$ cat src/rtl/serial_add_pkg.sv
// -----------------------------------------------------------------------------
// serial_add_pkg
// Shared definitions for the nibble-serial adder:
//   - state_t   : controller states (IDLE, RUN, DONE)
//   - SLICE_W   : width of one slice processed per clock (4 bits)
//   - idx_width : width of the slice index counter for a given operand width
//                 (clog2 of the slice count, never less than 1)
// -----------------------------------------------------------------------------
package serial_add_pkg;

    localparam int SLICE_W = 4;

    typedef enum logic [1:0] {
        IDLE = 2'd0,
        RUN  = 2'd1,
        DONE = 2'd2
    } state_t;

    function automatic int idx_width(input int width);
        int nib;
        nib = width / SLICE_W;
        // A single-slice adder still needs a 1-bit index register.
        return (nib <= 1) ? 1 : $clog2(nib);
    endfunction

endpackage

$ cat src/rtl/ripple_adder.sv
// -----------------------------------------------------------------------------
// ripple_adder
// 4-bit combinational ripple-carry adder built from a chain of full adders.
// Ports:
//   a, b  [3:0] in   addends
//   cin         in   carry into bit 0
//   sum   [3:0] out  a + b + cin (low 4 bits)
//   cout        out  carry out of bit 3
// -----------------------------------------------------------------------------
module ripple_adder (
    input  logic [3:0] a,
    input  logic [3:0] b,
    input  logic       cin,
    output logic [3:0] sum,
    output logic       cout
);

    logic [4:0] carry;

    assign carry[0] = cin;

    generate
        for (genvar gi = 0; gi < 4; gi++) begin : g_fa
            assign sum[gi]     = a[gi] ^ b[gi] ^ carry[gi];
            assign carry[gi+1] = (a[gi] & b[gi]) | (carry[gi] & (a[gi] ^ b[gi]));
        end
    endgenerate

    assign cout = carry[4];

endmodule

$ cat src/rtl/nibble_serial_adder.sv
// -----------------------------------------------------------------------------
// nibble_serial_adder
// WIDTH-bit adder that pushes one 4-bit slice per clock through a single
// ripple_adder, registering the carry between slices. Valid/ready handshake on
// both the operand side and the result side; one operation in flight at a time.
//
// Parameters:
//   WIDTH      operand/result width, a multiple of 4 and >= 4 (default 16)
// Ports:
//   clk        in   rising-edge clock
//   rst        in   synchronous active-high reset
//   in_valid   in   a/b/cin hold a valid operand set
//   in_ready   out  adder idle and able to accept operands
//   a, b       in   operands [WIDTH-1:0]
//   cin        in   carry into bit 0
//   out_valid  out  sum/cout (and ovf) hold a result
//   out_ready  in   consumer takes the result
//   sum        out  a + b + cin mod 2^WIDTH
//   cout       out  carry out of bit WIDTH-1
//   ovf        out  signed overflow; present only when SERIAL_ADD_OVF_EN is
//                   defined
//
// Latency: out_valid rises WIDTH/4 cycles after the accept edge.
// All outputs come straight from registers.
// -----------------------------------------------------------------------------
module nibble_serial_adder
    import serial_add_pkg::*;
#(
    parameter int WIDTH = 16
) (
    input  logic             clk,
    input  logic             rst,
    input  logic             in_valid,
    output logic             in_ready,
    input  logic [WIDTH-1:0] a,
    input  logic [WIDTH-1:0] b,
    input  logic             cin,
    output logic             out_valid,
    input  logic             out_ready,
    output logic [WIDTH-1:0] sum,
    output logic             cout
`ifdef SERIAL_ADD_OVF_EN
    ,
    output logic             ovf
`endif
);

    localparam int NIB = WIDTH / SLICE_W;
    localparam int IW  = idx_width(WIDTH);
    localparam logic [IW-1:0] LAST_IDX = IW'(NIB - 1);

    state_t           state_reg;
    logic [IW-1:0]    idx_reg;
    logic [WIDTH-1:0] a_reg;
    logic [WIDTH-1:0] b_reg;
    logic             carry_reg;
    logic [WIDTH-1:0] sum_reg;
    logic             cout_reg;
    logic             in_ready_reg;
    logic             out_valid_reg;

    logic [SLICE_W-1:0] a_slice;
    logic [SLICE_W-1:0] b_slice;
    logic [SLICE_W-1:0] slice_sum;
    logic               slice_cout;

    // Slice selection from the frozen operand registers.
    assign a_slice = a_reg[idx_reg*SLICE_W +: SLICE_W];
    assign b_slice = b_reg[idx_reg*SLICE_W +: SLICE_W];

    ripple_adder u_ripple_adder (
        .a    (a_slice),
        .b    (b_slice),
        .cin  (carry_reg),
        .sum  (slice_sum),
        .cout (slice_cout)
    );

`ifdef SERIAL_ADD_OVF_EN
    logic ovf_reg;
    logic carry_into_msb;

    // Only meaningful on the last slice, where slice_sum[3] is sum[WIDTH-1].
    assign carry_into_msb = a_reg[WIDTH-1] ^ b_reg[WIDTH-1] ^ slice_sum[SLICE_W-1];
    assign ovf            = ovf_reg;
`endif

    always_ff @(posedge clk) begin
        if (rst) begin
            state_reg     <= IDLE;
            idx_reg       <= '0;
            a_reg         <= '0;
            b_reg         <= '0;
            carry_reg     <= 1'b0;
            sum_reg       <= '0;
            cout_reg      <= 1'b0;
            in_ready_reg  <= 1'b1;
            out_valid_reg <= 1'b0;
`ifdef SERIAL_ADD_OVF_EN
            ovf_reg       <= 1'b0;
`endif
        end else begin
            case (state_reg)
                IDLE: begin
                    if (in_valid) begin
                        a_reg        <= a;
                        b_reg        <= b;
                        carry_reg    <= cin;
                        idx_reg      <= '0;
                        state_reg    <= RUN;
                        in_ready_reg <= 1'b0;
                    end
                end

                RUN: begin
                    sum_reg[idx_reg*SLICE_W +: SLICE_W] <= slice_sum;
                    carry_reg <= slice_cout;
                    if (idx_reg == LAST_IDX) begin
                        // idx holds at the last slice rather than wrapping.
                        state_reg     <= DONE;
                        out_valid_reg <= 1'b1;
                        cout_reg      <= slice_cout;
`ifdef SERIAL_ADD_OVF_EN
                        ovf_reg       <= carry_into_msb ^ slice_cout;
`endif
                    end else begin
                        idx_reg <= idx_reg + 1'b1;
                    end
                end

                DONE: begin
                    // Result held until taken; the next accept waits for IDLE.
                    if (out_ready) begin
                        state_reg     <= IDLE;
                        out_valid_reg <= 1'b0;
                        in_ready_reg  <= 1'b1;
                    end
                end

                default: begin
                    state_reg     <= IDLE;
                    in_ready_reg  <= 1'b1;
                    out_valid_reg <= 1'b0;
                end
            endcase
        end
    end

    assign in_ready  = in_ready_reg;
    assign out_valid = out_valid_reg;
    assign sum       = sum_reg;
    assign cout      = cout_reg;

endmodule

$ cat config.mk
export PLATFORM = sky130hd
export DESIGN_NAME = nibble_serial_adder
export DESIGN_NICKNAME = d
export VERILOG_FILES = /design/src/rtl/serial_add_pkg.sv /design/src/rtl/ripple_adder.sv /design/src/rtl/nibble_serial_adder.sv
export SDC_FILE = /design/constraint.sdc
export NUM_CORES = 1
export LEC_CHECK = 0
export CAP_MARGIN = 20
export CORE_ASPECT_RATIO = 0.6
export CORE_UTILIZATION = 45
export DETAILED_ROUTE_END_ITERATION = 10
export GPL_TIMING_DRIVEN = 0
export PLACE_DENSITY = 0.75
export SYNTH_ARGS = -nofsm -noshare
export SYNTH_HDL_FRONTEND = slang
export SYNTH_SLANG_ARGS = --single-unit
$ cat constraint.sdc
create_clock -name clk -period 2.9 [get_ports clk]
set_input_delay 0.29 -clock clk [delete_from_list [all_inputs] [get_ports clk]]
set_output_delay 0.29 -clock clk [all_outputs]
set_load 0.1 [all_outputs]
== Word level (Yosys, flattened, before mapping) ==
Index checks and enable logic that the tools add are counted.
Operators by class
  $add $sub $neg: 2
  equality and inequality tests: 7
  shift operators: 4
  muxes and demuxes: 16
  bitwise gates (word level): 22
  reductions and logical operators: 9
Operators by type and width (count)
  $neg A4 Y34: 1
  $shift A4 B34 Y16 const A: 1
  $shiftx A4 B34 Y16: 1
  $shiftx A16 B5 Y4: 2
  $bwmux W16: 1
  $reduce_and A3 Y1: 4
  $mux W2: 5
  $and A1 B1 Y1: 8
  $ne A2 B2 Y1 const B: 4
  $xor A1 B1 Y1: 8
  $pmux W1 S3: 2
  $pmux W2 S3: 1
  $reduce_and A2 Y1: 3
  $mux W1: 5
  $eq A2 B2 Y1 const B: 2
  $or A1 B1 Y1: 4
  $pmux W2 S2: 1
  $add A2 B1 Y2 const B: 1
  $eq A2 B1 Y1 const B: 1
  $logic_not A2 Y1: 1
  $not A1 Y1: 2
  $pmux W1 S2: 1
  $reduce_bool A2 Y1: 1
Word-level totals
  register bits: 56
  input bits: 37
  logic and storage cells: 69

== Longest topological paths before layout ==
Gate-level depths: netlist of the first run.
  depth in word-level cells: 11
  depth in mapped cells: 11
  mapped depth without buffers: 9

== Cells and area by module ==
Synthesis of the first run repeated with hierarchy kept, for this count alone.
Second synthesis, totals
  cells, all modules: 270
  area, all modules: 2511.2 um2
By module, submodules not included
  nibble_serial_adder: times used 1, cells each 256, area each 2393.5 um2, sequential area each 1121.1 um2
  ripple_adder: times used 1, cells each 14, area each 117.6 um2, sequential area each 0.0 um2

== Worst setup path after synthesis of the first run ==
OpenSTA, ideal clock, no wires.
  kind: flip-flop to flip-flop
  start point: register idx_reg[0]
  end point: register sum_reg[6] (netlist: sum[6])
  data arrival time: 2.823 ns
  path slack: 0.007 ns
  cell stages (with the launch flop): 10
  buffers on the path: 2
  cells stage by stage: dfxtp_1 -> buf_4 -> buf_6 -> mux4_2 -> fa_1 -> inv_1 -> fa_1 -> fa_1 -> or4_1 -> a21oi_1
Between the ends
  longest elaborated chain between the ends: 11
  elaborated cells between the ends (all ways): 23
  those cells by class: add/sub: 1; shift: 4; mux: 1; bitwise: 17
RTL lines
  start: declaration: line nibble_serial_adder.sv:53  | logic [IW-1:0] idx_reg;
  start signal: assignment: line nibble_serial_adder.sv:127  | idx_reg <= idx_reg + 1'b1;
  $shiftx A16 B5 Y4, on equally long branches: line nibble_serial_adder.sv:68, nibble_serial_adder.sv:69
  $xor A1 B1 Y1: line ripple_adder.sv:24, ripple_adder.sv:25
  $and A1 B1 Y1: line ripple_adder.sv:25  | assign carry[gi+1] = (a[gi] & b[gi]) | (carry[gi] & (a[gi] ^ b[gi]));
  $or A1 B1 Y1: line ripple_adder.sv:25
  $and A1 B1 Y1: line ripple_adder.sv:25
  $or A1 B1 Y1: line ripple_adder.sv:25
  $and A1 B1 Y1: line ripple_adder.sv:25
  $or A1 B1 Y1: line ripple_adder.sv:25
  $xor A1 B1 Y1: line ripple_adder.sv:24  | assign sum[gi] = a[gi] ^ b[gi] ^ carry[gi];
  $shiftx A4 B34 Y16: line nibble_serial_adder.sv:116  | sum_reg[idx_reg*SLICE_W +: SLICE_W] <= slice_sum;
  $bwmux W16 (*): line nibble_serial_adder.sv:116
  end signal: indexed assignment: line nibble_serial_adder.sv:116
  end: declaration: line nibble_serial_adder.sv:57  | logic [WIDTH-1:0] sum_reg;
Every way passes the cells marked *; elsewhere a longest branch is shown, timed or not.
A chain may end at the register's enable or synchronous reset.

== Worst setup path after layout of the first run ==
Ends and elaborated chain as after synthesis.

==> results.ini, run 1 <==
[outcome]
status = finished clean

[grt]
met3_usage_pct = 5.07
grt_max_degree = 16
grt-ovfl-total = 0
use_met2_pct = 35.0
grt_pass1_wl_um = 10000
globalRouteTotalUtil_pct = 22.1
gr-max-usage-layer = met2
grt_pass1_vias = 2076
antenna_found_initial = 0
met1_usage_pct = 30.8

[synthesis]
yosys_warnings = 0
synth_area_leaders = dfxtp_1 44%, nand2_1 12%, a21oi_1 9.5%
synth_cells = 285
ys_seq_area_share_pct = 43.5
syn_avg_cell_area_um2 = 9.03
synth_top_cell_by_area = dfxtp_1
syn_nets = 332
synth_area_mm2 = 0.00257
postSynth.asyncResetShare_pct = 0
synthTopCellsByCount = 79 x nand2_1, 56 x dfxtp_1, 49 x a21oi_1
yosys.area.top_type_share_pct = 43.5
synth_ff_type = dfxtp_1
synth_edf_count = 0
synth.most_common_cell = nand2_1
synth_seq_cells = 56
yosysUniqueCellTypes = 35

[floorplan]
start_util_pct = 48.8
dieArea_mm2 = 0.00604
ios = 56
row_count = 20
die_w_um = 99.7
core_area_mm2 = 0.00528
die_h_um = 60.6

[finish]
antennaDiodeCount = 0
drive_above_1_share_pct = 13.7
seq_area_mm2 = 0.00113
multi_input_area_mm2 = 0.00129
fill_cells = 462
final_design_area_no_fill_mm2 = 0.00342
area_delta_synth_final_pct = 32.9
nets = 403

[place]
hpwlAfterDp_um = 4500
dpl_cell_area_mm2 = 0.00322
place_congestion = 0.807
port_buffers = 55

[routing]
drt_wl_total_um = 6200
avgViaCountPerCell = 5.05
dr.pass1.iters = 4
postRouteAntennaNets = 0
routedWlPerCell_um = 14.3
vias = 2191
drc = 0
drt-initial-drc-count = 68

[clock_tree]
root_buffer = clkbuf_8
path_clk_slew_ns = 0.09
cts_max_path_buffers = 2
cts_tree = yes
clk_latency_ns = 0.31
cts_made_buffers = 5
postCtsHoldBufs = 0
cts.sinks = 56
h-tree-depth = 2

[critical_path]
critical_path.cell_chain = buf_12 -> mux4_2 -> fa_2 -> inv_1 -> fa_2 -> fa_2 -> or4_4 -> a21oi_2
path_max_fanout = 4
worstPathRequired_ns = 3.15
worstSetupPathType = flip-flop to flip-flop
start_kind = flip-flop
crit_path_end_kind = flip-flop
crit_slowest_cell = or4_4
crit_path_max_incr_delay_ns = 0.53
arrival_ns = 3.08
crit_top_cell = fa_2

[pwr]
leakage_nw = 1.25
powerDensity_mw_per_mm2 = 469
vdd_drop_max_mv = 0.229
power_mw = 1.61

[sta]
relSlewSlack_pct = 34.8
min_period_ns = 2.83
setup_viol = 0
maxClockFrequency_ghz = 0.353
min_period_over_period_pct = 97.7
finalMaxSlewViolations = 0
tightest_slew_ns = 0.976
skew_ns = 0.00568
finalHoldViolations = 0

[flow_run]
cap_viol_max_count = 0

[min_path]
hp-class = flip-flop to flip-flop

## stage by stage
| stage | util [%] | cells | worst slack [ns] | TNS (ns) | hold slack, ns |
|---|---|---|---|---|---|
| 3_3_place_gp | 61.0 | 417 | -0.242 | -0.761 | 0.440 |
| 4_1_cts | 64.2 | 431 | 0.00769 | 0 | 0.458 |
| 3_5_place_dp | 61.0 | 417 | -0.292 | -1.12 | 0.445 |
| 6_report | 64.8 | 434 | 0.0663 | 0 | 0.456 |
| 2_1_floorplan | - | 285 | 0.00672 | 0 | 0.426 |
| 5_1_grt | 64.8 | 434 | -0.0258 | -0.0688 | 0.476 |
## critical path, delay by kind of cell (launching register included)
kind / cells / cell delay (ns)
adders and majority gates: 3 / 1.00
and+or+nand+nor: 1 / 0.53
muxes: 1 / 0.52
DFF: 1 / 0.39
buffers and inverters: 2 / 0.19
AOI/OAI and AO/OA: 1 / 0.13
## per-layer routing
layer  part of all wire [%]  routed length [um]
met2                     42                2620
met5                      0                   0
met3                    6.0                 375
met1                     51                3150
met4                   0.82                  51
## kinds of logic after synthesis
logic type                 count (synthesis)  share of synthesized area [%]
DFF                                       56                           43.5
muxes                                      9                           7.39
AOI/OAI and AO/OA                         57                           12.3
and+or+nand+nor                          124                           23.7
adders and majority gates                 10                           6.03
buffers and inverters                     29                           7.00
## cells in the final DEF, fill, tap and decap left out, types with 2 or more instances in the layout
master	synthesis	routed
nand2_1	79	79
clkdlybuf4s50_1	0	55
dfxtp_1	56	54
a21oi_1	49	48
buf_4	1	10
mux4_2	8	8
inv_1	8	8
nand3b_1	8	8
nand2b_1	8	8
buf_6	7	6
nand3_1	6	6
ha_1	6	6
clkbuf_8	0	6
clkbuf_1	3	5
buf_1	5	5
and3b_1	4	4
nor2_1	4	4
fa_2	0	4
nor3b_2	3	3
o32ai_1	3	3
buf_8	1	2
buf_2	3	2
or3b_1	2	2
nor2b_1	2	2
nand4_1	2	2
dfxtp_4	0	2
## repair_timing
item / 4_1_cts / 5_1_grt
buffers inserted: 7 / 3
endpoints found under the setup margin: 8 / 5
pin swaps: 1 / 1
resized for setup: 12 / 4
## layout make-up
class	instances	area share, %
buffer	19	4.61
timing repair buffer	65	18.3
tap	77	2.81
clock buffer	8	2.63
inverter	9	0.987
sequential	56	33.0
multi-input combinational	200	37.7
## final timing paths
check	cells past startpoint	startpoint	end	slack [ns]
max	8	idx_reg[0]	sum[6]	0.07
min	2	sum[9]	sum[9]	0.46
max reg2reg	8	idx_reg[0]	sum[6]	0.07
min reg2reg	2	sum[9]	sum[9]	0.46
## power by group
part           leakage (nW)  switching [mW]  internal, mW
sequential            0.459          0.0216         0.804
clock                0.0455           0.247         0.196
combinational         0.742           0.177         0.162
total                  1.25           0.445          1.16
Note: power is estimated with default switching activity, not from simulation.
==> run 2: changes to the inputs <==
Settings changed: CORE_MARGIN from default to 2, CORE_UTILIZATION 45 to 50, PLACE_DENSITY 0.75 to 0.79, SYNTH_HIERARCHICAL from default to 1.
Clock period 2.9 ns to 2.8 ns, I/O delays scaled along.
==> run 2 against run 1 <==
Against the previous run:
- the flow now finishes with violations (setup timing)
- total power is 0.94% higher
- core utilization increased by 4.9 points
- critical path depth increased by 3
- clock skew up 0.0014 ns
- routed wire length down 1.8%
- die area down 6.9%
- first-iteration DRC count rose by 91%
- register-to-register slack lost 0.08 ns
- critical endpoint is now sum[15]
==> results.ini, run 2 <==
[outcome]
status = complete, but fails checks
violations = setup timing

[pwr]
powerDensity_mw_per_mm2 = 494  ; +5.3%
switching_share_pct = 28.3  ; +0.59 points
internal_power_mw = 1.16  ; +0.12%
vdd_drop_max_mv = 0.325  ; +42%
leakage_nw = 1.22  ; -2.5%
combPwrFrac_pct = 21.3  ; +0.2 points
power_frac_seq_pct = 52.8  ; +1.4 points
p_sw_mw = 0.458  ; +3.1%
clkPwrFrac_pct = 25.9  ; -1.6 points

[finish]
nets = 383  ; -5.0%
layout_commonest_cell = nand2_1
layout_common_cells = 75 x nand2_1, 54 x dfxtp_1, 54 x clkdlybuf4s50_1, 45 x a21oi_1, 9 x inv_1
multi_input_area_mm2 = 0.00122  ; -5.1%
seq_area_mm2 = 0.00113  ; -0.22%
fill_cells = 377  ; -18%
fin_cells = 399  ; -8.1%
antennaDiodeCount = 0  ; unchanged
area_delta_synth_final_pct = 30.6
drive_above_1_share_pct = 15.2  ; +1.5 points

[synthesis]
synth_ff_type = dfxtp_1
synth_top_cell_by_area = dfxtp_1
postSynth.asyncResetShare_pct = 0  ; unchanged
synth.most_common_cell = nand2_1
yosys_warnings = 6  ; +6
synthTopCellsByCount = 75 x nand2_1, 56 x dfxtp_1, 46 x a21oi_1, 13 x inv_1
synth_cells = 270  ; -5.3%
syn_nets = 317  ; -4.5%
yosys.area.top_type_share_pct = 44.6  ; +1.1 points
synth_edf_count = 0  ; unchanged
synth_area_mm2 = 0.00251  ; -2.5%
yosysUniqueCellTypes = 33  ; -5.7%
ys_seq_area_share_pct = 44.6  ; +1.1 points
synth_seq_cells = 56  ; unchanged
synth_area_leaders = dfxtp_1 45%, nand2_1 11%, a21oi_1 9.2%
syn_avg_cell_area_um2 = 9.30  ; +2.9%

[routing]
postRouteAntennaNets = 0  ; unchanged
drt_wl_total_um = 6090  ; -1.8%
drt-initial-drc-count = 130  ; +91%
routedWlPerCell_um = 15.3  ; +6.8%
avgViaCountPerCell = 5.44  ; +7.7%
drc = 0  ; unchanged
dr.pass1.iters = 4  ; unchanged
vias = 2169  ; -1.0%

[floorplan]
die_h_um = 58.9  ; -2.8%
die_w_um = 95.5  ; -4.2%
ios = 56  ; unchanged
row_count = 19  ; -5.0%
dieArea_mm2 = 0.00562  ; -6.9%
core_area_mm2 = 0.00471  ; -11%
start_util_pct = 53.3  ; +4.6 points

[sta]
grt_setup_unrepaired = true
min_period_over_period_pct = 100  ; +2.6 points
finalHoldViolations = 0  ; unchanged
final.setup.worst_slack_ns = -0.00962  ; -0.0759 ns
finalHoldWorstSlack_ns = 0.418  ; -0.0373 ns
skew_ns = 0.00713  ; +0.00145 ns
maxClockFrequency_ghz = 0.356  ; +0.86%
tightest_slew_ns = 0.976  ; -0.00000453 ns
relSlewSlack_pct = 34.8  ; about the same
min_period_ns = 2.81  ; -0.0241 ns
setup_viol = 2  ; +2
finalMaxSlewViolations = 0  ; unchanged

[grt]
grt-ovfl-total = 0  ; unchanged
globalRouteTotalUtil_pct = 23.0  ; +0.90 points
grt_pass1_wl_um = 9650  ; -3.7%
grt_max_degree = 16  ; unchanged
grt_pass1_vias = 2037  ; -1.9%
antenna_found_initial = 0  ; unchanged

[clock_tree]
path_clk_slew_ns = 0.10  ; about the same
clk_latency_ns = 0.31  ; about the same
cts_max_path_buffers = 2  ; unchanged
cts_tree = yes
root_buffer = clkbuf_8
cts.sinks = 56  ; unchanged
cts_made_buffers = 5  ; unchanged
postCtsHoldBufs = 0  ; unchanged
h-tree-depth = 2  ; unchanged

[critical_path]
path_max_fanout = 5  ; +1
worstPathRequired_ns = 3.04  ; -0.11 ns
crit_start = idx_reg[0]
r2r_slack_ns = -0.01  ; -0.08 ns
worstSetupPathType = flip-flop to flip-flop
start_kind = flip-flop
crit_path_end_kind = flip-flop
r2r-end = sum[15]
arrival_ns = 3.05  ; -0.03 ns
rr_worst_depth = 11  ; +3
reg2reg_from = idx_reg[0]

[flow_run]
cap_viol_max_count = 0  ; unchanged

[place]
port_buffers = 54  ; -1.8%
dp.cells = 387  ; -7.2%
hpwlAfterDp_um = 4450  ; -1.1%
place_congestion = 0.854  ; +5.9%
place_ws_ns = -0.266  ; +0.0262 ns

[min_path]
holdCritStartpoint = rst
hp-class = input pin to flip-flop
min_to = idx_reg[1]
holdPathStages = 3  ; +1

-- run 2: cell count changes after synthesis, sizes merged, moves of 5 or more --
cell,delta
nand2b,-5
nand4,+6
nand3b,-5
a22o,+8
nand3,-5
-- run 2: worst max-delay path by stage --
stage	slack [ns]	to	depth (start not counted)
floorplan	-0.02	sum[3]	12
global placement	-0.19	sum[3]	12
detailed placement	-0.27	sum[3]	12
CTS	-0.11	sum[3]	12
global route	-0.10	sum[3]	11
finish	-0.01	sum[15]	11
-- run 2: stage by stage --
step	utilization, %	setup TNS [ns]	instance area, um2	power (mW)
floorplan	-	-0.0490	2530	1.08
global placement	66.9	-0.575	3150	1.19
detailed placement	66.9	-0.771	3150	1.20
CTS	69.7	-0.290	3280	1.63
global route	69.7	-0.295	3280	1.69
finish	69.7	-0.0175	3280	1.62
-- run 2: timing repair --
| action | CTS | global route |
|---|---|---|
| cloned | 0 | 0 |
| setup buffers | 4 | 2 |
| resized for setup | 4 | 2 |
| endpoints found under the setup margin | 4 | 4 |
| pin swaps | 4 | 2 |
-- run 2: routing by layer --
| metal | GRT usage, % | routed length (um) | up-vias |
|---|---|---|---|
| met4 | 5.51 | 40 | 0 |
| li1 | - | - | 1058 |
| met3 | 4.61 | 421 | 5 |
| met1 | 33.8 | 3010 | 1033 |
| met5 | 0 | 0 | - |
| met2 | 35.2 | 2620 | 73 |
-- run 2: cell families (layout without fill, tap and decap cells) --
| kind of cell | count (synthesis) | count (layout) | synth area share [%] |
|---|---|---|---|
| buffers and inverters | 31 | 97 | 7.03 |
| adders and majority gates | 10 | 10 | 6.18 |
| and+or+nand+nor | 105 | 105 | 20.6 |
| AOI/OAI and AO/OA | 60 | 60 | 14.3 |
| muxes | 8 | 8 | 7.17 |
| DFF | 56 | 56 | 44.6 |
-- run 2: final cells by class --
class | instances | share of cell area [%]
plain buffers | 17 | 3.85
clock buffers | 6 | 2.21
clock inverters | 1 | 0.153
inverters | 13 | 1.49
multi-input cells | 183 | 37.3
flip-flops and latches | 56 | 34.3
well taps | 63 | 2.40
repair buffers | 60 | 18.2
-- run 2: power by group through the flow --
stage	combinational [mW]	clock, mW	sequential [mW]
4_1_cts	0.345	0.426	0.855
5_1_grt	0.373	0.457	0.861
3_3_place_gp	0.315	0	0.874
3_5_place_dp	0.321	0	0.876
2_1_floorplan	0.181	0	0.902
6_report	0.345	0.419	0.857
-- run 2: critical path: stages (launching register included) --
cell and delay (ns):
dfxtp_4 0.40, mux4_2 0.53, fa_2 0.40, inv_2 0.06
fa_2 0.18, inv_2 0.04, fa_2 0.33, inv_2 0.06
fa_1 0.41, inv_2 0.10, nand4_1 0.10, a21oi_1 0.15
